File: config.mk
export PLATFORM = sky130hd
export DESIGN_NAME = parity_pipe_n
export DESIGN_NICKNAME = d
export VERILOG_FILES = /design/src/rtl/parity_pipe_n_pkg.sv /design/src/rtl/parity_pipe_n_xor_tree4.sv /design/src/rtl/parity_pipe_n.sv
export SDC_FILE = /design/constraint.sdc
export NUM_CORES = 1
export LEC_CHECK = 0
export ABC_AREA = 1
export CELL_PAD_IN_SITES_DETAIL_PLACEMENT = 1
export CELL_PAD_IN_SITES_GLOBAL_PLACEMENT = 1
export CORE_AREA = 2 2 88 90
export DETAILED_ROUTE_END_ITERATION = 8
export DIE_AREA = 0 0 90 92
export PLACE_DENSITY_LB_ADDON = 0.1
export SYNTH_ARGS = -nofsm -noshare
export SYNTH_HDL_FRONTEND = slang
export SYNTH_SLANG_ARGS = --single-unit
File: constraint.sdc
create_clock -name clk -period 2.3 [get_ports clk]
set_input_delay 0.46 -clock clk [delete_from_list [all_inputs] [get_ports clk]]
set_output_delay 0.46 -clock clk [all_outputs]
set_load 0.01 [all_outputs]
File: src/rtl/parity_pipe_n_pkg.sv
// Shared defaults and types for the pipelined parity generator/checker.
package parity_pipe_n_pkg;

    localparam int unsigned DEF_WIDTH = 32;
    localparam int unsigned DEF_GROUP = 8;
    localparam int unsigned DEF_CNTW  = 8;

    typedef enum logic {
        PAR_EVEN = 1'b0,
        PAR_ODD  = 1'b1
    } par_mode_e;

    function automatic int unsigned ngrp(input int unsigned width, input int unsigned group);
        return width / group;
    endfunction

endpackage

File: src/rtl/parity_pipe_n_xor_tree4.sv
// Four-input XOR reduction built from three two-input XORs.
module xor_tree4 (
    input  logic [3:0] a,
    output logic       y
);

    logic x01;
    logic x23;

    assign x01 = a[0] ^ a[1];
    assign x23 = a[2] ^ a[3];
    assign y   = x01 ^ x23;

endmodule

File: src/rtl/parity_pipe_n.sv
// Two-stage pipelined per-group parity generator/checker with valid/ready on both sides
// and sticky/saturating error status updated on output transfer.
module parity_pipe_n
    import parity_pipe_n_pkg::*;
#(
    parameter int unsigned WIDTH = DEF_WIDTH,
    parameter int unsigned GROUP = DEF_GROUP,
    parameter int unsigned CNTW  = DEF_CNTW,
    localparam int unsigned NGRP = ngrp(WIDTH, GROUP)
) (
    input  logic             clk,
    input  logic             reset_n,
    input  logic             in_valid,
    output logic             in_ready,
    input  logic [WIDTH-1:0] in_data,
    input  logic [NGRP-1:0]  in_par,
    input  logic             in_odd,
    input  logic             in_chk,
    output logic             out_valid,
    input  logic             out_ready,
    output logic [NGRP-1:0]  out_par,
    output logic [NGRP-1:0]  out_err,
    output logic             err_sticky,
    output logic [CNTW-1:0]  err_cnt,
    input  logic             err_clr
);

    localparam int unsigned NNIB = WIDTH / 4;
    localparam int unsigned NPG  = GROUP / 4;
    localparam int unsigned NCH  = (NPG + 3) / 4;

    // Stage 1: nibble partial parities
    logic [NNIB-1:0] nib_par;

    for (genvar n = 0; n < NNIB; n++) begin : g_nib
        xor_tree4 u_nib (
            .a (in_data[n*4 +: 4]),
            .y (nib_par[n])
        );
    end

    logic            s1_valid_q, s1_valid_d;
    logic [NNIB-1:0] s1_nib_q,   s1_nib_d;
    par_mode_e       s1_mode_q,  s1_mode_d;
    logic            s1_chk_q,   s1_chk_d;
    logic [NGRP-1:0] s1_par_q,   s1_par_d;

    // Stage 2: group reductions; partials are zero-padded up to a whole number of xor_tree4s
    logic [NGRP-1:0] grp_par;

    for (genvar g = 0; g < NGRP; g++) begin : g_grp
        logic [NCH*4-1:0] padded;
        logic [NCH-1:0]   chunk;

        assign padded = (NCH*4)'(s1_nib_q[g*NPG +: NPG]);

        for (genvar c = 0; c < NCH; c++) begin : g_chunk
            xor_tree4 u_chunk (
                .a (padded[c*4 +: 4]),
                .y (chunk[c])
            );
        end

        assign grp_par[g] = (^chunk) ^ s1_mode_q;
    end

    logic            s2_valid_q, s2_valid_d;
    logic [NGRP-1:0] s2_par_q,   s2_par_d;
    logic [NGRP-1:0] s2_err_q,   s2_err_d;
    logic            sticky_q,   sticky_d;
    logic [CNTW-1:0] cnt_q,      cnt_d;

    logic s2_adv;
    logic s1_adv;
    logic err_xfer;

    always_comb begin
        s2_adv   = !s2_valid_q || out_ready;
        s1_adv   = !s1_valid_q || s2_adv;
        err_xfer = s2_valid_q && out_ready && (|s2_err_q);

        s1_valid_d = s1_valid_q;
        s1_nib_d   = s1_nib_q;
        s1_mode_d  = s1_mode_q;
        s1_chk_d   = s1_chk_q;
        s1_par_d   = s1_par_q;
        if (s1_adv) begin
            s1_valid_d = in_valid;
            if (in_valid) begin
                s1_nib_d  = nib_par;
                s1_mode_d = in_odd ? PAR_ODD : PAR_EVEN;
                s1_chk_d  = in_chk;
                s1_par_d  = in_par;
            end
        end

        s2_valid_d = s2_valid_q;
        s2_par_d   = s2_par_q;
        s2_err_d   = s2_err_q;
        if (s2_adv) begin
            s2_valid_d = s1_valid_q;
            if (s1_valid_q) begin
                s2_par_d = grp_par;
                s2_err_d = s1_chk_q ? (grp_par ^ s1_par_q) : '0;
            end
        end

        // Clear wins over old state, but an erroring transfer in the same cycle still counts
        sticky_d = sticky_q;
        cnt_d    = cnt_q;
        if (err_clr) begin
            sticky_d = err_xfer;
            cnt_d    = err_xfer ? CNTW'(1) : '0;
        end else if (err_xfer) begin
            sticky_d = 1'b1;
            if (cnt_q != '1) begin
                cnt_d = cnt_q + CNTW'(1);
            end
        end
    end

    always_ff @(posedge clk) begin
        if (!reset_n) begin
            s1_valid_q <= 1'b0;
            s1_nib_q   <= '0;
            s1_mode_q  <= PAR_EVEN;
            s1_chk_q   <= 1'b0;
            s1_par_q   <= '0;
            s2_valid_q <= 1'b0;
            s2_par_q   <= '0;
            s2_err_q   <= '0;
            sticky_q   <= 1'b0;
            cnt_q      <= '0;
        end else begin
            s1_valid_q <= s1_valid_d;
            s1_nib_q   <= s1_nib_d;
            s1_mode_q  <= s1_mode_d;
            s1_chk_q   <= s1_chk_d;
            s1_par_q   <= s1_par_d;
            s2_valid_q <= s2_valid_d;
            s2_par_q   <= s2_par_d;
            s2_err_q   <= s2_err_d;
            sticky_q   <= sticky_d;
            cnt_q      <= cnt_d;
        end
    end

    assign in_ready   = s1_adv;
    assign out_valid  = s2_valid_q;
    assign out_par    = s2_par_q;
    assign out_err    = s2_err_q;
    assign err_sticky = sticky_q;
    assign err_cnt    = cnt_q;

endmodule
-- Word level (Yosys, flattened, before mapping)
Cells that the tools add are included.
- register bits: 33
- input bits: 43
- logic and storage cells: 65
- output and inout port bits: 19
- bitwise gates (word level): 33
- reductions and logical operators: 12
- add/subtract/negate cells: 1
- equality and inequality tests: 1
- mux-type cells: 8
- operators with widths (operator ; number):
    1-bit XOR ; 32
    8-bit 2-to-1 mux ; 3
    8-bit by 1-bit adder with 8-bit output (second input constant) ; 1
    8-bit != test (second input constant) ; 1
    2-bit AND reduction ; 3
    1-bit 2-to-1 mux ; 4
    4-bit 2-to-1 mux ; 1
    2-bit nonzero test ; 2
    4-bit OR reduction ; 1
    4-bit XOR ; 1
    1-bit logical AND ; 2
    1-bit logical NOT ; 2
    1-bit logical OR ; 2

-- Logic depth before layout (Yosys ltp)
- depth in word-level cells: 4
- mapped depth: 9
- mapped depth without buffers: 9

-- Modules after synthesis
Synthesis repeated with hierarchy kept, for this count alone.
- cells, all modules: 433
- area total of the unflattened synthesis: 2382.3 sq um
- by module, submodules not included (module ; sequential area each (sq um) ; area each (sq um) ; cells an instance ; times used):
    parity_pipe_n ; 660.6 ; 1496.4 ; 205 ; 1
    xor_tree4 ; 0.0 ; 73.8 ; 19 ; 12

-- Least setup slack after synthesis
Ideal clock, no wire load.
- kind: register -> register
- from: register cnt_q[0], in the netlist err_cnt[0]
- to: register cnt_q[7], in the netlist err_cnt[7]
- arrival time: 1.174 ns
- library setup time: 0.113 ns
- cell stages (with the launch flop): 9
- setup slack: 1.013 ns
- path buffers: 0
- required time: 2.187 ns
- period minus slack after synthesis: 1.287 ns
- cells stage by stage: dfxtp_1 ha_1 nand2_2 nor2_4 nand3_4 nand3_1 nand2_1 nand2_1 nor2_1
- cells in the longest elaborated chain, start to end: 4
- elaborated cells between the ends (all ways): 7
- classes of those cells: 1 x add/sub; 1 x eq/ne; 3 x mux; 2 x reduce/logical
- ends and longest elaborated chain (element ; line ; text):
    start, declared ; parity_pipe_n.sv:71 ; logic [CNTW-1:0] cnt_q, cnt_d;
    start signal, assigned ; parity_pipe_n.sv:144 ; cnt_q <= cnt_d;
    8-bit by 1-bit adder with 8-bit output ; parity_pipe_n.sv:117 ; cnt_d = cnt_q + CNTW'(1);
    8-bit 2-to-1 mux ; parity_pipe_n.sv:116 ; if (cnt_q != '1) begin
    8-bit 2-to-1 mux ; parity_pipe_n.sv:114 ; end else if (err_xfer) begin
    8-bit 2-to-1 mux ; parity_pipe_n.sv:111 ; if (err_clr) begin
Parallel ways exist; a longest one is shown, timed or not. The select of a mux whose other input is x is not followed.
A chain may end at the register's enable or synchronous reset.

-- Worst setup path after layout
- from: input port out_ready
- to: output port in_ready
- cells in the longest elaborated chain, start to end: 2
- ends and longest elaborated chain (element ; line ; text):
    start, declared ; parity_pipe_n.sv:20 ; input logic out_ready,
    1-bit logical OR ; parity_pipe_n.sv:78 ; s2_adv = !s2_valid_q || out_ready;
    1-bit logical OR ; parity_pipe_n.sv:79 ; s1_adv = !s1_valid_q || s2_adv;
    end, declared ; parity_pipe_n.sv:14 ; output logic in_ready,
Every way passes these cells.

==> results.py <==
metrics = {
    "run_status": {
        "status": "finished clean",
    },
    "setup_path": {
        "crit_type": "primary input to primary output",
        "required_ps": 1840,
        "timing.critical_path.arrival_ps": 1620,
        "max_stage_delay_ps": 540,
        "cp_max_fo": 3,
        "cp_cell_sequence": "clkdlybuf4s50_1 -> inv_1 -> nand3_2 -> clkdlybuf4s50_1",
        "cp-end-kind": "primary output",
        "cp_common_cell": "clkdlybuf4s50_1",
        "slowest_stage": "clkdlybuf4s50_1",
        "r2r_cells": 9,
        "critPathLaunchType": "primary input",
    },
    "power_and_ir_drop": {
        "vdd_drop_max_uv": 206,
        "powerDensity_nw_per_um2": 547,
        "p_leak_nw": 1.04,
    },
    "routing": {
        "viasPerCell": 4.26,
        "first_pass_iters": 3,
        "vias": 1793,
        "wl_um": 4580,
        "drc_errors": 0,
        "antenna_left": 0,
        "dr.first_iter.drc_count": 13,
        "wire_per_inst_um": 10.9,
    },
    "timing": {
        "worst_pin_slew_ps": 351,
        "hold_violations": 0,
        "finalCriticalPeriod_ps": 2080,
        "drv_slew": 0,
        "skew_ps": 7.66,
        "tns_ps": 0,
        "setup_viol": 0,
        "slew_headroom": 0.765,
        "finalWorstSetupSlack_ps": 217,
        "rsz0062_at_grt": "false",
        "period_share": 0.906,
        "max_freq_ghz": 0.480,
    },
    "die": {
        "num_rows": 32,
        "die_w_um": 90,
        "core_area_sq_um": 7450,
        "die_area_sq_um": 8280,
        "die_h_um": 92,
        "initial_core_util": 0.242,
        "pin_count": 62,
    },
    "finish": {
        "area_delta_synth_final_pct": 46.1,
        "drive_gt1_frac": 0.0815,
        "finish.utilization": 0.354,
        "fin_area_sq_um": 2630,
        "antenna_cells": 0,
        "fin_nets": 362,
    },
    "global_routing": {
        "grt_max_degree": 17,
        "antenna_found_initial": 0,
        "overflow": 0,
        "grt_pass1_wl_um": 8110,
        "grtUsageTotal": 0.118,
        "grt_pass1_vias": 1803,
    },
    "synthesis": {
        "synth_cell_types": 24,
        "syn_nets": 297,
        "synth_seq_cells": 33,
        "synth_edf_count": 0,
        "synth.avg_cell_area_sq_um": 7.13,
        "synth_top_cell_area_share": 0.366,
        "yosysWarnings": 0,
        "ys.flop_type": "dfxtp_1",
        "synth_seq_area_share": 0.366,
        "syn-cell-area_sq_um": 1800,
        "synth_area_leaders": "dfxtp_1 (37%), xnor2_1 (12%), nand2_1 (9.6%), nand3_1 (8.9%), a21oi_1 (8.6%)",
        "ys_async_sr_fraction": 0,
        "yosys.area.top_type": "dfxtp_1",
        "syn_inst": 253,
    },
    "clock_tree": {
        "clk_pin_slew_ps": 70,
        "clockRootBuffer": "clkbuf_8",
        "ctsHoldBuffers": 0,
        "htree_levels": 2,
        "post_cts_buffers": 0,
        "clockBufferDepth": 2,
        "clk_latency_ps": 280,
        "cts_buffers": 5,
        "cts_sinks": 33,
        "cts_tree": "built",
        "post_cts_resize_count": 0,
    },
    "placed_design": {
        "place_hpwl_um": 3710,
        "portBuffers": 61,
        "place_area_sq_um": 2530,
        "dp_slack_ps": 217,
        "gp_congestion": 0.684,
    },
    "hold_path": {
        "hp-class": "register to register",
        "holdPathStages": 2,
    },
    "job": {
        "drv_cap": 0,
    },
}
## registers in the layout (all words and copies together), names as in the netlist
signal      flops
err_cnt         8
err_sticky      1
out_err         4
out_par         4
out_valid       1
s1_chk_q        1
s1_mode_q       1
s1_nib_q        8
s1_par_q        4
s1_valid_q      1
## routing by layer
layer  vias to the layer above  GRT usage  routed length [um]
met5                         -          0                   0
met4                         0     0.0385                  63
met3                         6     0.0312                 287
met2                        50      0.200                2070
met1                       790      0.146                2160
li1                        947          -                   -
## critical path, delay by kind of cell
kind	cells	cell delay, ps
and+or+nand+nor	1	80
buffers and inverters	3	1090
## stage by stage
step                instances  power (mW)  hold slack (ps)
finish                    421        1.44              463
global route              421        1.53              494
CTS                       421        1.47              471
detailed placement        413       0.964              459
global placement          413       0.958              450
floorplan                 253       0.822              429
## kinds of logic (layout without fill, tap and decap cells)
group	Yosys count	count (layout)	share of synthesized area
simple gates	101	101	0.268
compound gates	54	54	0.154
buf+inv	40	106	0.0881
flops	33	33	0.366
xor+xnor	24	24	0.117
fa+ha+maj	1	1	0.00694
## area by class of cell
class,instances,area (sq um)
fillers,932,4810
multi-input cells,180,983
flip-flops and latches,33,661
repair buffers,64,633
inverters,34,128
well taps,102,128
clock buffers,7,96.3
clock inverters,1,5.00
## synthesized netlist by cell type (2+ instances only)
cell type,instances
nand2_1,46
dfxtp_1,33
nand3_1,32
a21oi_1,31
inv_1,31
xnor2_1,24
o21ai_1,16
nor2_1,10
o21ai_0,5
buf_2,4
nand2_2,4
inv_2,3
a21oi_2,2
nand2_4,2
## where the power goes
part           switching (mW)  internal, mW  leakage [nW]
registers              0.0279         0.604         0.271
logic                   0.143         0.169         0.711
clock network           0.225         0.271        0.0542
## cells in the final DEF (no fill, tap or decap), drive strengths merged
master,synthesis,layout
nor3b,1,1
ha,1,1
nor3,1,1
o21ai,21,21
clkbuf,1,7
clkdlybuf4s50,0,61
nand2,52,52
a21oi,33,33
inv,34,34
nand3b,1,1
nor2,12,12
buf,5,3
nand3,34,34
xnor2,24,24
dfxtp,33,33
clkinv,0,1
## final timing paths
path | from | end | slack, ps
setup / recovery | out_ready | in_ready | 220
hold reg to reg | s1_chk_q$_SDFFE_PN0P_ | s1_chk_q$_SDFFE_PN0P_ | 460
hold / removal | s1_chk_q$_SDFFE_PN0P_ | s1_chk_q$_SDFFE_PN0P_ | 460
setup reg to reg | err_cnt[0]$_SDFFE_PN0P_ | err_cnt[5]$_SDFFE_PN0P_ | 910
Power figures use the tool's default switching activity.
